**src/rtl/ssa_seq_pkg.sv**
```systemverilog
// Shared definitions for the SSA RF-switch sequencer: state encodings,
// default timing constants and the permit decode helper.
package ssa_seq_pkg;

    // Encoding is visible to software through the seq_state readback register.
    typedef enum logic [2:0] {
        ST_IDLE    = 3'd0,
        ST_SETTLE  = 3'd1,
        ST_RF_ON   = 3'd2,
        ST_FAULT   = 3'd3,
        ST_HOLDOFF = 3'd4,
        ST_CLEAR   = 3'd5,
        ST_LOCKOUT = 3'd6
    } seq_state_e;

    localparam logic [15:0] SETTLE_CYC_DEF  = 16'd1024;
    localparam logic [15:0] HOLDOFF_CYC_DEF = 16'd9300;
    localparam logic [15:0] CLEAR_WIDTH_DEF = 16'd4;
    localparam logic [1:0]  MAX_RETRY_DEF   = 2'd3;

    // Permit is good only when no fault is latched and the SSA is presently enabled.
    function automatic logic permit_ok(input logic [1:0] prmt);
        return (prmt == 2'b11);
    endfunction

endpackage

```
**src/rtl/ssa_rf_sequencer_seq_timer.sv**
```systemverilog
// Shared dwell timer for the sequencer: 16-bit up-counter with synchronous
// clear, count enable and saturation; done flags the last cycle of a dwell.
module seq_timer (
    input  logic        clk,
    input  logic        reset,
    input  logic        clr,
    input  logic        en,
    input  logic [15:0] limit,
    output logic        done
);

    logic [15:0] count_r;

    // Count up from the last clear, holding at all-ones instead of wrapping.
    always_ff @(posedge clk) begin
        if (reset) begin
            count_r <= 16'd0;
        end else if (clr) begin
            count_r <= 16'd0;
        end else if (en && (count_r != 16'hFFFF)) begin
            count_r <= count_r + 16'd1;
        end else begin
            count_r <= count_r;
        end
    end

    assign done = (count_r == (limit - 16'd1));

endmodule

```
**src/rtl/ssa_rf_sequencer.sv**
```systemverilog
// Per-cavity SSA turn-on / RF-switch sequencer. Waits for a settled permit,
// closes the RF switch, and on a fault runs a bounded holdoff/clear/retry
// recovery before locking out until an operator fault reset.
module ssa_rf_sequencer
    import ssa_seq_pkg::*;
#(
    parameter logic [15:0] SETTLE_CYC  = SETTLE_CYC_DEF,
    parameter logic [15:0] HOLDOFF_CYC = HOLDOFF_CYC_DEF,
    parameter logic [15:0] CLEAR_WIDTH = CLEAR_WIDTH_DEF,
    parameter logic [1:0]  MAX_RETRY   = MAX_RETRY_DEF
) (
    input  logic       clk,
    input  logic       reset,
    input  logic       rf_on_req,
    input  logic       fault_reset,
    input  logic [1:0] ssa_prmt,
    input  logic       ssa_prmt_pulse,
    output logic       ssa_clear,
    output logic       rf_sw_en,
    output logic       fault_strobe,
    output logic       lockout,
    output logic [1:0] retry_cnt,
    output logic [2:0] seq_state
);

    seq_state_e  state_r;
    seq_state_e  next_state_s;
    logic [1:0]  retry_cnt_r;
    logic [1:0]  retry_nxt_s;
    logic        ssa_clear_r;
    logic        fault_strobe_r;
    logic        lockout_r;
    logic        prmt_ok_s;
    logic        fault_s;
    logic        timer_clr_s;
    logic        timer_done_s;
    logic [15:0] timer_limit_s;

    assign prmt_ok_s = permit_ok(ssa_prmt);
    assign fault_s   = ssa_prmt_pulse | ~ssa_prmt[1];

    // Transition rules; a fault takes priority over a request drop or fault reset.
    always_comb begin
        next_state_s = state_r;
        case (state_r)
            ST_IDLE: begin
                if (rf_on_req && prmt_ok_s) begin
                    next_state_s = ST_SETTLE;
                end else if (rf_on_req && !ssa_prmt[1]) begin
                    next_state_s = ST_FAULT;
                end else begin
                    next_state_s = ST_IDLE;
                end
            end
            ST_SETTLE: begin
                if (!rf_on_req) begin
                    next_state_s = ST_IDLE;
                end else if (prmt_ok_s && timer_done_s) begin
                    next_state_s = ST_RF_ON;
                end else begin
                    next_state_s = ST_SETTLE;
                end
            end
            ST_RF_ON: begin
                if (fault_s) begin
                    next_state_s = ST_FAULT;
                end else if (!rf_on_req) begin
                    next_state_s = ST_IDLE;
                end else begin
                    next_state_s = ST_RF_ON;
                end
            end
            ST_FAULT: begin
                if (retry_cnt_r < MAX_RETRY) begin
                    next_state_s = ST_HOLDOFF;
                end else begin
                    next_state_s = ST_LOCKOUT;
                end
            end
            ST_HOLDOFF: begin
                if (timer_done_s) begin
                    next_state_s = ST_CLEAR;
                end else begin
                    next_state_s = ST_HOLDOFF;
                end
            end
            ST_CLEAR: begin
                if (timer_done_s && rf_on_req) begin
                    next_state_s = ST_SETTLE;
                end else if (timer_done_s) begin
                    next_state_s = ST_IDLE;
                end else begin
                    next_state_s = ST_CLEAR;
                end
            end
            ST_LOCKOUT: begin
                if (fault_reset) begin
                    next_state_s = ST_CLEAR;
                end else begin
                    next_state_s = ST_LOCKOUT;
                end
            end
            default: begin
                next_state_s = ST_IDLE;
            end
        endcase
    end

    // Retry accounting: bump on every fault, forget history on a clean stop or operator reset.
    always_comb begin
        retry_nxt_s = retry_cnt_r;
        if (state_r == ST_FAULT) begin
            if (retry_cnt_r < MAX_RETRY) begin
                retry_nxt_s = retry_cnt_r + 2'd1;
            end else begin
                retry_nxt_s = retry_cnt_r;
            end
        end else if ((next_state_s == ST_IDLE) &&
                     ((state_r == ST_RF_ON) || (state_r == ST_CLEAR))) begin
            retry_nxt_s = 2'd0;
        end else if (fault_reset && (next_state_s != ST_FAULT)) begin
            retry_nxt_s = 2'd0;
        end else begin
            retry_nxt_s = retry_cnt_r;
        end
    end

    // Select the dwell length for the state the timer is currently measuring.
    always_comb begin
        timer_limit_s = 16'd0;
        case (state_r)
            ST_SETTLE:  timer_limit_s = SETTLE_CYC;
            ST_HOLDOFF: timer_limit_s = HOLDOFF_CYC;
            ST_CLEAR:   timer_limit_s = CLEAR_WIDTH;
            default:    timer_limit_s = 16'd0;
        endcase
    end

    // Restart the dwell on every state change, and in SETTLE on any imperfect permit.
    assign timer_clr_s = (next_state_s != state_r) ||
                         ((state_r == ST_SETTLE) && !prmt_ok_s);

    seq_timer u_timer (
        .clk   (clk),
        .reset (reset),
        .clr   (timer_clr_s),
        .en    (1'b1),
        .limit (timer_limit_s),
        .done  (timer_done_s)
    );

    // State, retry counter and registered outputs decoded from the state being entered.
    always_ff @(posedge clk) begin
        if (reset) begin
            state_r        <= ST_IDLE;
            retry_cnt_r    <= 2'd0;
            ssa_clear_r    <= 1'b0;
            fault_strobe_r <= 1'b0;
            lockout_r      <= 1'b0;
        end else begin
            state_r        <= next_state_s;
            retry_cnt_r    <= retry_nxt_s;
            ssa_clear_r    <= (next_state_s == ST_CLEAR);
            fault_strobe_r <= (next_state_s == ST_FAULT);
            lockout_r      <= (next_state_s == ST_LOCKOUT);
        end
    end

    // The switch gate is combinational so a fault opens it in the same cycle.
    assign rf_sw_en     = (state_r == ST_RF_ON) & ssa_prmt[1] & ~ssa_prmt_pulse;
    assign ssa_clear    = ssa_clear_r;
    assign fault_strobe = fault_strobe_r;
    assign lockout      = lockout_r;
    assign retry_cnt    = retry_cnt_r;
    assign seq_state    = state_r;

endmodule
```
**config.mk**
```make
export PLATFORM = sky130hd
export DESIGN_NAME = ssa_rf_sequencer
export DESIGN_NICKNAME = d
export VERILOG_FILES = /design/src/rtl/ssa_seq_pkg.sv /design/src/rtl/ssa_rf_sequencer_seq_timer.sv /design/src/rtl/ssa_rf_sequencer.sv
export SDC_FILE = /design/constraint.sdc
export NUM_CORES = 1
export LEC_CHECK = 0
export ABC_AREA = 0
export CORE_UTILIZATION = 60
export DETAILED_ROUTE_END_ITERATION = 10
export GPL_TIMING_DRIVEN = 1
export HOLD_SLACK_MARGIN = 0.05
export PLACE_DENSITY = 0.82
export SLEW_MARGIN = 20
export SYNTH_ARGS = -nofsm -noshare
export SYNTH_HDL_FRONTEND = slang
export SYNTH_HIERARCHICAL = 1
export SYNTH_SLANG_ARGS = --single-unit
```
**constraint.sdc**
```tcl
create_clock -name clk -period 8.3 [get_ports clk]
set_clock_uncertainty 0.1 [all_clocks]
set_input_delay 1.66 -clock clk [delete_from_list [all_inputs] [get_ports clk]]
set_output_delay 1.66 -clock clk [all_outputs]
set_load 0.02 [all_outputs]
```
* Word level (Yosys, flattened, before mapping)
Index checks and enable logic that the tools add are counted.
** Storage, ports and cells
- Output and inout port bits :: 9
- Bits in registers :: 24
- Word-level logic and storage cells :: 63
** Operators by class
- Multiplexer cells :: 17
- Equality and inequality tests :: 15
- $lt $le $gt $ge :: 1
- Reduce and logical (&&, ||, !) cells :: 16
- Bitwise operators :: 5
- Add/subtract/negate cells :: 3
** Operators with widths (count)
- 14-bit case mux with 3 select lines :: 1
- 2-bit two-way mux :: 12
- 3-bit case mux with 7 select lines :: 1
- 16-bit by 1-bit adder with 16-bit output (second input constant) :: 1
- 16-bit equality test :: 1
- 16-bit inequality test (second input constant) :: 1
- 3-bit equality test (second input constant) :: 5
- 14-bit by 1-bit subtractor with 15-bit output (second input constant) :: 1
- 3-bit by 2-bit equality test with 1-bit output (second input constant) :: 3
- 1-bit logical AND :: 7
- 3-bit logical NOT :: 2
- 3-bit two-way mux :: 2
- 3-bit by 1-bit equality test with 1-bit output (second input constant) :: 1
- 3-bit by 2-bit inequality test with 1-bit output (second input constant) :: 1
- 3-bit inequality test :: 1
- 3-bit nonzero test :: 1
- 2-bit by 1-bit adder with 2-bit output (second input constant) :: 1
- 1-bit bitwise AND :: 2
- 2-bit equality test (second input constant) :: 1
- 1-bit logical NOT :: 2
- 1-bit logical OR :: 2
- 2-bit less-than comparator (second input constant) :: 1
- 2-bit inequality test (second input constant) :: 1
- 1-bit NOT :: 2
- 4 further kinds :: 4

* Longest topological paths before layout
Gate-level depths: netlist of the first run.
- Word-level depth :: 13
- Gate-level depth with buffers :: 19
- Mapped depth without buffers :: 15

* By module
Netlist of the first run, hierarchy kept.
** Modules (own cells, without submodules)
- seq_timer :: instances 1, area an instance 1316.3 um^2, cells an instance 167, sequential area each 320.3 um^2
- ssa_rf_sequencer :: instances 1, area an instance 566.8 um^2, cells an instance 71, sequential area each 160.2 um^2

* Worst setup path after synthesis of the first run
Ideal clock, no wire load.
- Path kind :: reg-to-reg
- Start point :: register state_r[2] (netlist: seq_state[2])
- End point :: register u_timer.count_r[0]
- Stages on the path, launching flop included :: 20
- Library setup time :: 65 ps
- Arrival :: 4356 ps
- Path slack :: 3778 ps
- Period minus slack after synthesis :: 4522 ps
- Path buffers :: 4
- Cell sequence :: dfxtp_1 buf_2 nor2b_1 and2_1 buf_6 xor2_1 and3_1 o21ai_0 o21ai_0 nand2_1 nor4_2 nand2_1 o21ai_1 o211a_1 a22oi_1 o32a_1 or2_2 buf_1 clkbuf_1 nor2_1
** On the way
- Longest elaborated chain between the ends :: 11
- Elaborated cells on any way between the ends :: 22
- Those cells by class :: add/sub (1); eq/ne (8); mux (7); reduce/logical (6)
** Ends and longest elaborated chain
- from (decl) :: line ssa_rf_sequencer.sv:26 : seq_state_e state_r;
- from (signal assigned) :: line ssa_rf_sequencer.sv:161 : state_r <= next_state_s;
- 3-bit equality test or 3-bit by 1-bit equality test with 1-bit output (tied branches) :: line ssa_rf_sequencer.sv:131 : case (state_r)
- 14-bit case mux with 3 select lines (*) :: line ssa_rf_sequencer.sv:131
- net timer_limit_s[2] :: line ssa_rf_sequencer.sv:37 : logic [15:0] timer_limit_s;
- 14-bit by 1-bit subtractor with 15-bit output (*) :: line ssa_rf_sequencer_seq_timer.sv:27 : assign done = (count_r == (limit - 16'd1));
- 16-bit equality test (*) :: line ssa_rf_sequencer_seq_timer.sv:27
- net timer_done_s :: line ssa_rf_sequencer.sv:36 : logic timer_done_s;
- 1-bit logical AND :: line ssa_rf_sequencer.sv:58 : end else if (prmt_ok_s && timer_done_s) begin
- 2-bit two-way mux :: line ssa_rf_sequencer.sv:58
- 2-bit two-way mux :: line ssa_rf_sequencer.sv:56 : if (!rf_on_req) begin
- 3-bit case mux with 7 select lines (*) :: line ssa_rf_sequencer.sv:45 : case (state_r)
- 3-bit inequality test (*) :: line ssa_rf_sequencer.sv:140 : assign timer_clr_s = (next_state_s != state_r) ||
- 1-bit logical OR (*) :: line ssa_rf_sequencer.sv:140
- net timer_clr_s :: line ssa_rf_sequencer.sv:35 : logic timer_clr_s;
- 2-bit OR reduction (no source line) (*)
- to (signal assigned) :: line ssa_rf_sequencer_seq_timer.sv:21 : count_r <= count_r + 16'd1;
- to (signal assigned) :: line ssa_rf_sequencer_seq_timer.sv:23 : count_r <= count_r;
- to (decl) :: line ssa_rf_sequencer_seq_timer.sv:12 : logic [15:0] count_r;
Mark *: on every way through the listed nets, which the timed path passes. The rest lies on a longest branch.
A chain may end at the register's enable or synchronous reset.

* Final worst setup path of the first run
- Start point :: register state_r[2] (netlist: seq_state[2])
- End point :: register u_timer.count_r[10]
Same word-level chain as after synthesis.

==> impl_metrics.py, run 1 <==
metrics = {
    "status": {
        "violations": "DRC",
        "status": "finished with violations",
    },
    "job": {
        "drv_cap": 0,
    },
    "worst_setup_path": {
        "max_stage_delay_ns": 0.66,
        "cp_cell_sequence": "nor2b_1 -> and2_1 -> nor4_4 -> and4_1 -> nand2_1 -> xnor2_1 -> nand4_1 -> nor4_2 -> nand2_1 -> o21ai_1 -> o211a_1 -> a22oi_1 -> o32a_1 -> or2_2 -> a311oi_1",
        "r2r-start": "seq_state[2]",
        "cp_num_buf_inv": 0,
        "criticalPathCategory": "flip-flop to flip-flop",
        "crit_fanout": 16,
        "critPathTopFamily": "simple AND/OR/NAND/NOR gates",
        "startpoint_type": "flip-flop",
        "slowest_stage": "and2_1",
        "worstReg2RegEnd": "u_timer/count_r[10]",
        "cp-end-kind": "flip-flop",
        "cpMostUsedCell": "nand2_1",
        "regToRegSetupSlack_ns": 3.28,
        "cp_data_required_time_ns": 8.41,
        "worstRegToRegCells": 15,
        "critPathLaunch": "seq_state[2]",
        "critPathArrivalTime_ns": 5.12,
        "cp.depth": 15,
    },
    "cts": {
        "cts-root-buf": "clkbuf_4",
        "postCtsHoldBufs": 0,
        "cts_resized": 0,
        "cts.clk_slew.worst_paths_ns": 0.12,
        "cts_tree": "done",
        "post_cts_buffers": 0,
        "htreeDepth": 1,
        "cts_sinks": 24,
        "cts_buffer_depth": 2,
        "clk_latency_ns": 0.30,
        "cts_made_buffers": 3,
    },
    "detailed_routing": {
        "drt-initial-drc-count": 128,
        "ant_nets": 0,
        "wirelength_mm": 4.117,
        "drt_first_pass_iters": 7,
        "drc": 1,
        "viasPerCell": 5.506,
        "vias": 1762,
        "wl_per_cell_um": 12.87,
    },
    "synthesis": {
        "avgSynthCellArea_um2": 7.912,
        "synthTopCellsByArea": "dfxtp_1 26%, xnor2_1 10%, nor2_1 5.8%",
        "ys_seq_area_share_pct": 25.51,
        "yosys.area.top_type": "dfxtp_1",
        "synth_area_um2": 1883,
        "ys_ff_latch": 24,
        "syn_inst": 238,
        "synth-edff-count": 0,
        "yosysUniqueCellTypes": 57,
        "synthArstFlopShare_pct": 0,
        "synth_ff_type": "dfxtp_1",
        "synth_top_area_share_pct": 25.51,
        "synth-warning-count": 6,
    },
    "grt": {
        "antenna_found_initial": 0,
        "grt_pass1_wl_mm": 6.865,
        "grt_overflow": 0,
        "grt_max_degree": 17,
        "grt_pass1_vias": 1539,
        "grt_use_total_pct": 26.42,
    },
    "placement": {
        "portBuffers": 15,
        "hpwl_mm": 3.256,
        "dp_cells": 317,
        "place.gp.congestion": 0.8563,
    },
    "floorplanning": {
        "dieArea_um2": 3366,
        "fp.coreArea_um2": 2853,
        "initial_core_util_pct": 66.01,
        "pin_count": 16,
        "die_h_um": 58.02,
        "dieWidth_um": 58.02,
        "placementRows": 19,
    },
    "hold_path": {
        "min_from": "u_timer/count_r[13]",
        "hold_path.class": "flip-flop to flip-flop",
        "min_path_cells": 2,
        "whs_endpoint": "u_timer/count_r[13]",
    },
    "finish": {
        "mostFrequentLayoutCells": "42 x conb_1, 29 x nor2_1, 24 x dfxtp_1",
        "multi_input_area_um2": 1468,
        "seqCellArea_um2": 480.5,
        "nNetsFinal": 301,
        "fillers": 230,
        "final_common_cell": "conb_1",
        "final_cell_count_no_fill": 320,
        "drive_gt1_share_pct": 5.190,
        "diodes": 0,
        "area_growth_pct": 16.88,
    },
    "sta": {
        "finalSetupTns_ns": 0,
        "finalSetupViolCount": 0,
        "worstMarginPinSlew_ns": 0.6962,
        "maxSlewHeadroom_pct": 53.49,
        "fin_crit_ns": 5.015,
        "fmax_mhz": 199.4,
        "finalHoldViolations": 0,
        "slew_viol_final": 0,
        "hold_slack_ns": 0.4437,
        "min_period_over_period_pct": 60.42,
        "rsz0062_at_grt": "false",
    },
    "power": {
        "ir_drop_mv": 0.09671,
        "total_power_w": 0.0002314,
        "power_density_nw_per_um2": 105.2,
        "leakage_nw": 0.8075,
    },
}
metal layers:
layer,vias to the layer above,wire length [um],GRT usage (%)
li1,920,-,-
met1,794,2104,38.63
met2,44,1811,40.39
met3,4,153,2.232
met4,0,49,10.20
met5,-,0,0
per-stage QoR:
stage / utilization [%] / setup slack, ns / area [um2]
CTS: 77.15 / 3.319 / 2201
detailed placement: 76.36 / 3.355 / 2178
global placement: 76.36 / 3.484 / 2178
floorplan: - / 3.778 / 2033
global route: 77.15 / 2.855 / 2201
finish: 77.15 / 3.285 / 2201
tightest hold or removal path, cell delays in order, from the launching register on:
cell and delay (ns):
dfxtp_1 0.37, o21ai_0 0.08, a21oi_1 0.06
power by group:
group	leakage, nW	switching [W]	total [W]	internal (W)
logic	0.600	0.0000350	0.0000603	0.0000252
clock network	0.0138	0.0000311	0.0000481	0.0000169
registers	0.194	0.00000555	0.000123	0.000118
logic make-up (layout without fill, tap and decap cells):
kind of cell | after synthesis | in the layout | share of synthesized area, %
compound gates | 53 | 53 | 18.80
mux | 3 | 3 | 1.595
buf+inv | 18 | 29 | 4.518
flops | 24 | 24 | 25.51
fa+ha+maj | 3 | 3 | 1.994
xor+xnor | 32 | 32 | 14.88
simple gates | 103 | 103 | 32.29
other cells | 2 | 42 | 0.3988
synth_stat cells (3+ instances only):
cell and number:
a21oi_1 14, nor3b_1 3, nand3_1 6, a31oi_1 4, nor2b_1 3, inv_1 11, or3_1 4, dfxtp_1 24
nor3_1 9, o21ai_0 12, and2_1 3, nand4_1 7, xnor2_1 22, mux2i_1 3, ha_1 3, nor2_1 29
xor2_1 10, nand2_1 14, and3_1 4, and4_1 5
registers in the layout, indices dropped and copies added (netlist names):
signal / count
ssa_clear: 1
lockout: 1
retry_cnt: 2
u_timer/count_r: 16
seq_state: 3
fault_strobe: 1
area by class of cell:
type	instances	share of cell area, %
clock buffers	3	1.023
well taps	31	1.762
repair buffers	15	6.822
flip-flops and latches	24	21.83
inverters	11	1.876
multi-input cells	236	66.69
how the worst max path moves through the flow:
stage	to
2_1_floorplan	u_timer/count_r[0]
3_3_place_gp	rf_sw_en
3_5_place_dp	u_timer/count_r[10]
4_1_cts	u_timer/count_r[10]
5_1_grt	u_timer/count_r[10]
6_report	u_timer/count_r[10]
Power figures use the tool's default switching activity.
==> run 2: changes to the inputs <==
--- a/config.mk
+++ b/config.mk
@@ -6,11 +6,11 @@
 export NUM_CORES = 1
 export LEC_CHECK = 0
 export ABC_AREA = 0
-export CORE_UTILIZATION = 60
+export CORE_UTILIZATION = 52
 export DETAILED_ROUTE_END_ITERATION = 10
 export GPL_TIMING_DRIVEN = 1
 export HOLD_SLACK_MARGIN = 0.05
-export PLACE_DENSITY = 0.82
+export PLACE_DENSITY = 0.76
 export SLEW_MARGIN = 20
 export SYNTH_ARGS = -nofsm -noshare
 export SYNTH_HDL_FRONTEND = slang
==> constraint.sdc (replaced) <==
create_clock -name clk -period 4.3 [get_ports clk]
set_clock_uncertainty 0.1 [all_clocks]
set_input_delay 0.86 -clock clk [delete_from_list [all_inputs] [get_ports clk]]
set_output_delay 0.86 -clock clk [all_outputs]
set_load 0.02 [all_outputs]
==> run 2 against run 1 <==
The run now ends clean; register-to-register slack worse by 2.9 ns; via count increased by 0.23%; wire length is 0.75% lower; sequential share of layout area down 0.90 points; clock-buffer cell count unchanged; first-iteration DRC count down 23%; combinational power up 120%; sequential power increased by 88%; die area is 15% higher.
==> impl_metrics.py, run 2 (synthesis results as in run 1) <==
metrics = {
    "floorplanning": {
        "dieWidth_um": 62.18,
        "placementRows": 21,
        "initial_core_util_pct": 55.56,
        "fp.coreArea_um2": 3390,
        "die_h_um": 62.18,
        "pin_count": 16,
        "dieArea_um2": 3866,
    },
    "worst_setup_path": {
        "critPathLaunch": "seq_state[2]",
        "worstReg2RegEnd": "u_timer/count_r[10]",
        "cp_data_required_time_ns": 4.43,
        "r2r-start": "seq_state[2]",
        "critPathCapture": "u_timer/count_r[10]",
        "crit_fanout": 16,
        "cp-end-kind": "flip-flop",
        "regToRegSetupSlack_ns": 0.40,
        "startpoint_type": "flip-flop",
        "worstRegToRegCells": 15,
        "criticalPathCategory": "flip-flop to flip-flop",
        "critPathArrivalTime_ns": 4.03,
    },
    "finish": {
        "regMostFlops": "u_timer/count_r",
        "fillers": 298,
        "final_common_cell": "conb_1",
        "nNetsFinal": 308,
        "area_growth_pct": 21.93,
        "fin_util_pct": 67.74,
        "drive_gt1_share_pct": 8.784,
        "seqCellArea_um2": 480.5,
        "multi_input_area_um2": 1491,
        "mostFrequentLayoutCells": "42 x conb_1, 29 x nor2_1, 24 x dfxtp_1",
        "diodes": 0,
        "largest_reg_flops": 16,
    },
    "sta": {
        "finalSetupTns_ns": 0,
        "finalHoldViolations": 0,
        "slew_viol_final": 0,
        "min_period_over_period_pct": 90.78,
        "rsz0062_at_grt": "false",
        "fin_crit_ns": 3.904,
        "finalSetupViolCount": 0,
        "fmax_mhz": 256.2,
    },
    "cts": {
        "postCtsHoldBufs": 0,
        "cts_sinks": 24,
        "cts_made_buffers": 3,
        "htreeDepth": 1,
        "cts-root-buf": "clkbuf_4",
        "clk_latency_ns": 0.30,
        "cts_tree": "done",
        "cts_buffer_depth": 2,
        "cts.clk_slew.worst_paths_ns": 0.12,
    },
    "hold_path": {
        "hold_path.class": "flip-flop to flip-flop",
        "min_from": "u_timer/count_r[13]",
    },
    "detailed_routing": {
        "ant_nets": 0,
        "drt_first_pass_iters": 4,
        "wirelength_mm": 4.086,
        "wl_per_cell_um": 11.95,
        "drc": 0,
        "drt-initial-drc-count": 98,
        "viasPerCell": 5.164,
        "vias": 1766,
    },
    "placement": {
        "portBuffers": 15,
        "place.gp.congestion": 0.8380,
        "hpwl_mm": 3.192,
    },
    "grt": {
        "grt_max_degree": 17,
        "grt_pass1_wl_mm": 6.872,
        "antenna_found_initial": 0,
        "grt_pass1_vias": 1511,
        "grt_use_total_pct": 21.88,
        "grt_overflow": 0,
    },
    "power": {
        "power_density_nw_per_um2": 199.6,
        "leakage_nw": 0.8513,
        "ir_drop_mv": 0.1614,
    },
    "job": {
        "drv_cap": 0,
    },
    "status": {
        "status": "finished clean",
    },
}
-- run 2: how the worst min path moves through the flow --
| stage | slack (ns) | end | depth (start not counted) |
|---|---|---|---|
| 2_1_floorplan | 0.39 | u_timer/count_r[13] | 2 |
| 3_3_place_gp | 0.43 | u_timer/count_r[13] | 2 |
| 3_5_place_dp | 0.43 | u_timer/count_r[13] | 2 |
| 4_1_cts | 0.44 | u_timer/count_r[13] | 2 |
| 5_1_grt | 0.50 | u_timer/count_r[7] | 2 |
| 6_report | 0.44 | u_timer/count_r[13] | 2 |
-- run 2: metrics by stage --
| step | hold WS, ns | area [um2] | power, W | setup slack [ns] | cells |
|---|---|---|---|---|---|
| 2_1_floorplan | 0.3916 | 2046 | 0.0003304 | 0.08380 | 278 |
| 3_3_place_gp | 0.4259 | 2240 | 0.0003594 | 0.3545 | 336 |
| 3_5_place_dp | 0.4274 | 2240 | 0.0003613 | 0.2827 | 336 |
| 4_1_cts | 0.4445 | 2262 | 0.0004574 | 0.2420 | 339 |
| 5_1_grt | 0.4959 | 2296 | 0.0004878 | 0.1213 | 342 |
| 6_report | 0.4384 | 2296 | 0.0004583 | 0.3963 | 342 |
-- run 2: timing repair --
item | CTS | global route
setup buffers | 0 | 3
hold endpoints to repair | 0 | 0
resized for setup | 0 | 3
setup endpoints to repair | 0 | 9
-- run 2: final cells by class --
type / count / area share [%]
Tap cell: 46 / 2.507
Timing Repair Buffer: 22 / 8.828
Inverter: 11 / 1.798
Multi-Input combinational cell: 236 / 64.96
Clock buffer: 3 / 0.9809
Sequential cell: 24 / 20.93
-- run 2: critical path, stage by stage (launching register included) --
cell,delay [ns]
dfxtp_1,0.33
nor2b_2,0.15
and2_2,0.30
nor4_4,0.39
buf_4,0.18
a41oi_1,0.19
nor3_4,0.16
nand4_1,0.14
nor4_4,0.38
and4_1,0.24
a211o_1,0.13
o211a_1,0.18
a22oi_1,0.09
o32a_1,0.34
or2_4,0.33
a311oi_1,0.20
-- run 2: power by group --
| group | total, W | internal, W | switching, W |
|---|---|---|---|
| clock network | 0.0000959 | 0.0000327 | 0.0000632 |
| logic | 0.000132 | 0.0000547 | 0.0000769 |
| registers | 0.000231 | 0.000227 | 0.00000386 |
-- run 2: per-layer routing --
layer	track usage, %	vias up	wire length (um)
met5	0	-	0
met1	32.66	794	2143
met2	33.24	35	1797
met4	7.267	0	30
met3	1.287	4	114
li1	-	933	-
==> patch 1: new RTL, flow settings as in run 2 <==
Register the output `rf_sw_en`, with the module's reset; this adds one clock of latency there. The other outputs are not delayed to match.
--- a/src/rtl/ssa_rf_sequencer.sv
+++ b/src/rtl/ssa_rf_sequencer.sv
@@ -167,7 +167,13 @@
     end
 
     // The switch gate is combinational so a fault opens it in the same cycle.
-    assign rf_sw_en     = (state_r == ST_RF_ON) & ssa_prmt[1] & ~ssa_prmt_pulse;
+    always_ff @(posedge clk) begin
+        if (reset) begin
+            rf_sw_en <= '0;
+        end else begin
+            rf_sw_en <= (state_r == ST_RF_ON) & ssa_prmt[1] & ~ssa_prmt_pulse;
+        end
+    end
     assign ssa_clear    = ssa_clear_r;
     assign fault_strobe = fault_strobe_r;
     assign lockout      = lockout_r;
Behaviour: no difference found for any inputs over 10 cycles, from zero or initial values and one cycle with reset high; that may be too few to reach the edited logic, so the function may still have changed.
==> patch 1 against run 2 <==
- design area up 2.0%
- die area rose by 1.9%
- power rose by 11%
- worst setup slack got worse by 0.15 ns
- sequential cell count grew 1
- area after synthesis up 2.0%
- hold slack better by 0.0094 ns
- largest power group unchanged
- first-iteration DRC count decreased by 5.1%
- routed wire length shrank 1.6%
- non-clock buffer count down 1
- via count rose by 1.9%
- count of clock-buffer cells in the layout rose by 1
==> patch 1: results (changes against run 2) <==
routing:
  drt_iter0_drc: 93  # was 98
  drt_wl_total_mm: 4.019  # was 4.086 mm
synth:
  yosysUniqueCellTypes: 58  # was 57
  yosys-top-cells-area: "dfxtp_1 (26%), xnor2_1 (10%), nor2_1 (5.9%)"  # was dfxtp_1 (26%), xnor2_1 (10%), nor2_1 (5.8%)
  yosysSeqAreaShare: 0.2606  # was 0.2551
  synth_xor_area_frac: 0.1459  # was 0.1488
  synth_common_cells: "nor2_1 (30), dfxtp_1 (25), xnor2_1 (22)"  # was nor2_1 (29), dfxtp_1 (24), xnor2_1 (22)
  muxShareOfSynthArea: 0.01564  # was 0.01595
grt:
  grt_pass1_wl_mm: 6.969  # was 6.872 mm
  use_met1: 0.3236  # was 0.3266
  use_met2: 0.3329  # was 0.3324
  grt_pass1_vias: 1560  # was 1511
  grtUsageTotal: 0.2208  # was 0.2188
run_status:
  status: "finished, final reports clean"  # unchanged
pwr:
  power.internal_uw: 358.6  # was 314.4 uW
  leakagePower_uw: 0.0008723  # was 0.0008513 uW
  clockPowerShare: 0.265  # was 0.209
  vdd_ir_drop_max_mv: 0.1656  # was 0.1614 mV
setup_path:
  slowest_stage: "or2_2"  # was nor4_4
  r2r_slack_ns: 0.25  # was 0.40 ns
  worstPathArrival_ns: 4.13  # was 4.03 ns
  r2r_cells: 16  # was 15
  reg2reg_from: "seq_state[1]"  # was seq_state[2]
clocking:
  cts.clk_slew.worst_paths_ns: 0.08  # was 0.12 ns
placed_design:
  pre_cts_slack_ns: 0.2291  # was 0.2827 ns
sta:
  min_period_ns: 4.052  # was 3.904 ns
patch 1: cell types whose count changed after synthesis, sizes merged, moves of 2 or more:
cell / before / now
or3: 4 / 2
nand2b: 1 / 4
o21a: 1 / 4
a21oi: 14 / 18
and2: 3 / 1
o21ai: 15 / 10
patch 1: cell families (layout without fill, tap and decap cells):
kind of cell | after synthesis | in the layout
AO/OA/AOI/OAI | 54 | 54
XOR/XNOR | 32 | 32
adder cells (fa/ha/maj) | 3 | 3
buffers and inverters | 17 | 35
flip-flops | 25 | 25
multiplexers | 3 | 3
other | 2 | 42
AND/OR/NAND/NOR | 105 | 105
patch 1: cell type report:
class / count / area (sq um)
flip-flops and latches: 25 / 503.0
clock buffers: 4 / 45.04
repair buffers: 21 / 195.2
well taps: 46 / 57.56
multi-input cells: 239 / 1504
fillers: 302 / 1100
inverters: 10 / 37.54
patch 1: critical path, delay by kind of cell (launching register included):
kind / cells / cell delay [ns]
XOR/XNOR: 1 / 0.15
AND/OR/NAND/NOR: 9 / 2.00
buffers and inverters: 1 / 0.19
flip-flops: 1 / 0.33
AO/OA/AOI/OAI: 5 / 1.20
patch 1: metrics by stage:
step                std cells  instance area (sq um)  hold WS [ns]  total power, uW
finish                    345                   2342        0.4478            509.9
global route              345                   2342        0.4749            543.3
CTS                       344                   2327        0.4543            512.0
detailed placement        340                   2282        0.4426            375.3
global placement          340                   2282        0.4391            374.2
floorplan                 281                   2082        0.3916            343.8
patch 1: what timing repair did:
action | in CTS | in global routing
resized for setup | 0 | 2
endpoints found under the hold margin | 0 | 0
endpoints found under the setup margin | 0 | 16
setup buffers | 0 | 1
patch 1: layer usage:
metal,up-vias,part of all wire
li1,948,-
met1,807,0.53
met2,42,0.42
met3,3,0.050
met4,0,0.0045
met5,-,0
==> patch 2: new RTL, flow settings as in run 2 <==
Made on the original files. Remove the register `fault_strobe_r`: a continuous assignment takes its place, so the output `fault_strobe` follows one clock earlier.
--- a/src/rtl/ssa_rf_sequencer.sv
+++ b/src/rtl/ssa_rf_sequencer.sv
@@ -155,16 +155,16 @@
             state_r        <= ST_IDLE;
             retry_cnt_r    <= 2'd0;
             ssa_clear_r    <= 1'b0;
-            fault_strobe_r <= 1'b0;
             lockout_r      <= 1'b0;
         end else begin
             state_r        <= next_state_s;
             retry_cnt_r    <= retry_nxt_s;
             ssa_clear_r    <= (next_state_s == ST_CLEAR);
-            fault_strobe_r <= (next_state_s == ST_FAULT);
             lockout_r      <= (next_state_s == ST_LOCKOUT);
         end
     end
+
+    assign fault_strobe_r = (next_state_s == ST_FAULT);
 
     // The switch gate is combinational so a fault opens it in the same cycle.
     assign rf_sw_en     = (state_r == ST_RF_ON) & ssa_prmt[1] & ~ssa_prmt_pulse;
Behaviour: not the same (Yosys sat finds a counterexample within 4 cycles, from zero or initial values and one cycle with reset high).
==> patch 2 against run 2 <==
- count of clock-buffer cells in the layout unchanged
- sequential cell count decreased by 1
- synthesized cell count increased by 0.42%
- via count up 0.79%
- design area down 0.71%
- area after synthesis is 0.33% lower
- power down 0.25%
- worst setup slack lost 0.11 ns
- routed wire length up 0.27%
- critical endpoint unchanged
==> patch 2: results (changes against run 2) <==
run_status:
  status: "finished, final reports clean"  # unchanged
placed_design:
  hpwl_mm: 3.181  # was 3.192 mm
  pre_cts_slack_ns: 0.1958  # was 0.2827 ns
  port-buffer-count: 15  # unchanged
  gp_congestion: 0.9573  # was 0.8380
clocking:
  cts_buffer_depth: 2  # unchanged
  clkLatencyLatePin_ns: 0.32  # was 0.30 ns
  cts.clk_slew.worst_paths_ns: 0.13
  cts_max_level: 1  # unchanged
final_layout:
  nFillCells: 295  # was 298
  finalNetCount: 307  # was 308
routing:
  drt_wl_total_mm: 4.097  # was 4.086 mm
  drt_iter0_drc: 100  # was 98
  first_pass_iters: 4  # unchanged
  vias_per_cell: 5.205  # was 5.164
worst_hold_path:
  min_to: "u_timer/count_r[7]"  # was u_timer/count_r[13]
  hold_path_startpoint: "u_timer/count_r[7]"  # was u_timer/count_r[13]
  holdCritPathClass: "reg -> reg"  # unchanged
setup_path:
  cpPeakStageDelay_ns: 0.44  # was 0.39 ns
  worstPathArrival_ns: 4.16  # was 4.03 ns
  slowest_stage: "or2_2"  # was nor4_4
  r2r_cells: 15  # unchanged
  path_delay_family: "simple AND/OR/NAND/NOR gates"  # unchanged
  reg2reg_to: "u_timer/count_r[10]"  # unchanged
  reg2reg_from: "seq_state[1]"  # was seq_state[2]
  r2r_slack_ns: 0.28  # was 0.40 ns
synth:
  synth_edf_count: 0  # unchanged
  yosysUniqueCellTypes: 55  # was 57
  yosys-top-cells-area: "dfxtp_1 (25%), xnor2_1 (10%), nor2_1 (6.0%)"  # was dfxtp_1 (26%), xnor2_1 (10%), nor2_1 (5.8%)
  yosysSeqAreaShare: 0.2453  # was 0.2551
  synthArstFlopShare: 0  # unchanged
  synth_common_cells: "nor2_1 (30), dfxtp_1 (23), xnor2_1 (22)"  # was nor2_1 (29), dfxtp_1 (24), xnor2_1 (22)
pwr:
  vdd_ir_drop_max_mv: 0.2311  # was 0.1614 mV
  leakagePower_uw: 0.0008451  # was 0.0008513 uW
grt:
  grt_pass1_wl_mm: 6.555  # was 6.872 mm
  grt_pass1_vias: 1481  # was 1511
  grtUsageTotal: 0.2314  # was 0.2188
  antenna_found_initial: 0  # unchanged
[patch 2: cell types whose count changed after synthesis, sizes merged, moves of 2 or more]
cell and delta:
a211o -2, a21oi +4, and2 -2, nand2b +3, nor2b -2, nor3 +2
o21ai -2, or3 -2
[patch 2: layout make-up]
cell class	count	area share
multi-input cells	239	0.6608
flip-flops and latches	23	0.2031
repair buffers	20	0.08233
well taps	46	0.02525
inverters	10	0.01647
clock buffers	3	0.009879
clock inverters	1	0.002195
[patch 2: metal layers]
layer  track usage  share of wire  routed length [um]  vias to the layer above
met3       0.01863          0.022                  91                        5
met4       0.06667          0.013                  53                        0
met5             0              0                   0                        -
met1        0.3524           0.53                2160                      815
met2        0.3465           0.44                1792                       26
li1              -              -                   -                      934
[patch 2: metrics by stage]
step	std cells	hold WS, ns	area [sq um]
floorplan	279	0.3916	2041
global placement	336	0.4306	2232
detailed placement	336	0.4581	2232
CTS	340	0.4777	2260
global route	342	0.5138	2280
finish	342	0.4833	2280
[patch 2: cells by family (layout without fill, tap and decap cells)]
| kind of cell | Yosys count | count (layout) | synth area share |
|---|---|---|---|
| compound gates | 54 | 54 | 0.1920 |
| xor+xnor | 32 | 32 | 0.1493 |
| fa+ha+maj | 3 | 3 | 0.02000 |
| buf+inv | 17 | 34 | 0.04066 |
| flops | 23 | 23 | 0.2453 |
| mux | 3 | 3 | 0.01600 |
| other cells | 2 | 42 | 0.004001 |
| simple gates | 105 | 105 | 0.3327 |
[patch 2: tightest hold or removal path, delay by kind of cell (launching register included)]
| kind | cells | cell delay [ns] |
|---|---|---|
| xor gates and xnor gates | 1 | 0.16 |
| DFF | 1 | 0.36 |
| and+or+nand+nor | 1 | 0.04 |
[patch 2: report_power, final]
| group | switching (uW) | internal [uW] |
|---|---|---|
| Combinational | 78.1 | 54.0 |
| Sequential | 4.86 | 217 |
| Clock | 67.9 | 34.9 |
| Total | 151 | 306 |
[patch 2: worst max path at each step]
stage / endpoint / slack, ns / depth (start not counted)
after floorplan: u_timer/count_r[0] / 0.07 / 19
after global placement: u_timer/count_r[10] / 0.30 / 15
after detailed placement: u_timer/count_r[10] / 0.20 / 15
after CTS: u_timer/count_r[10] / 0.17 / 15
after global routing: u_timer/count_r[10] / 0.0001 / 15
final: u_timer/count_r[10] / 0.28 / 15
[patch 2: timing repair]
action / 4_1_cts / 5_1_grt
setup endpoints to repair: 0 / 16
resized for setup: 0 / 1
setup buffers: 0 / 2
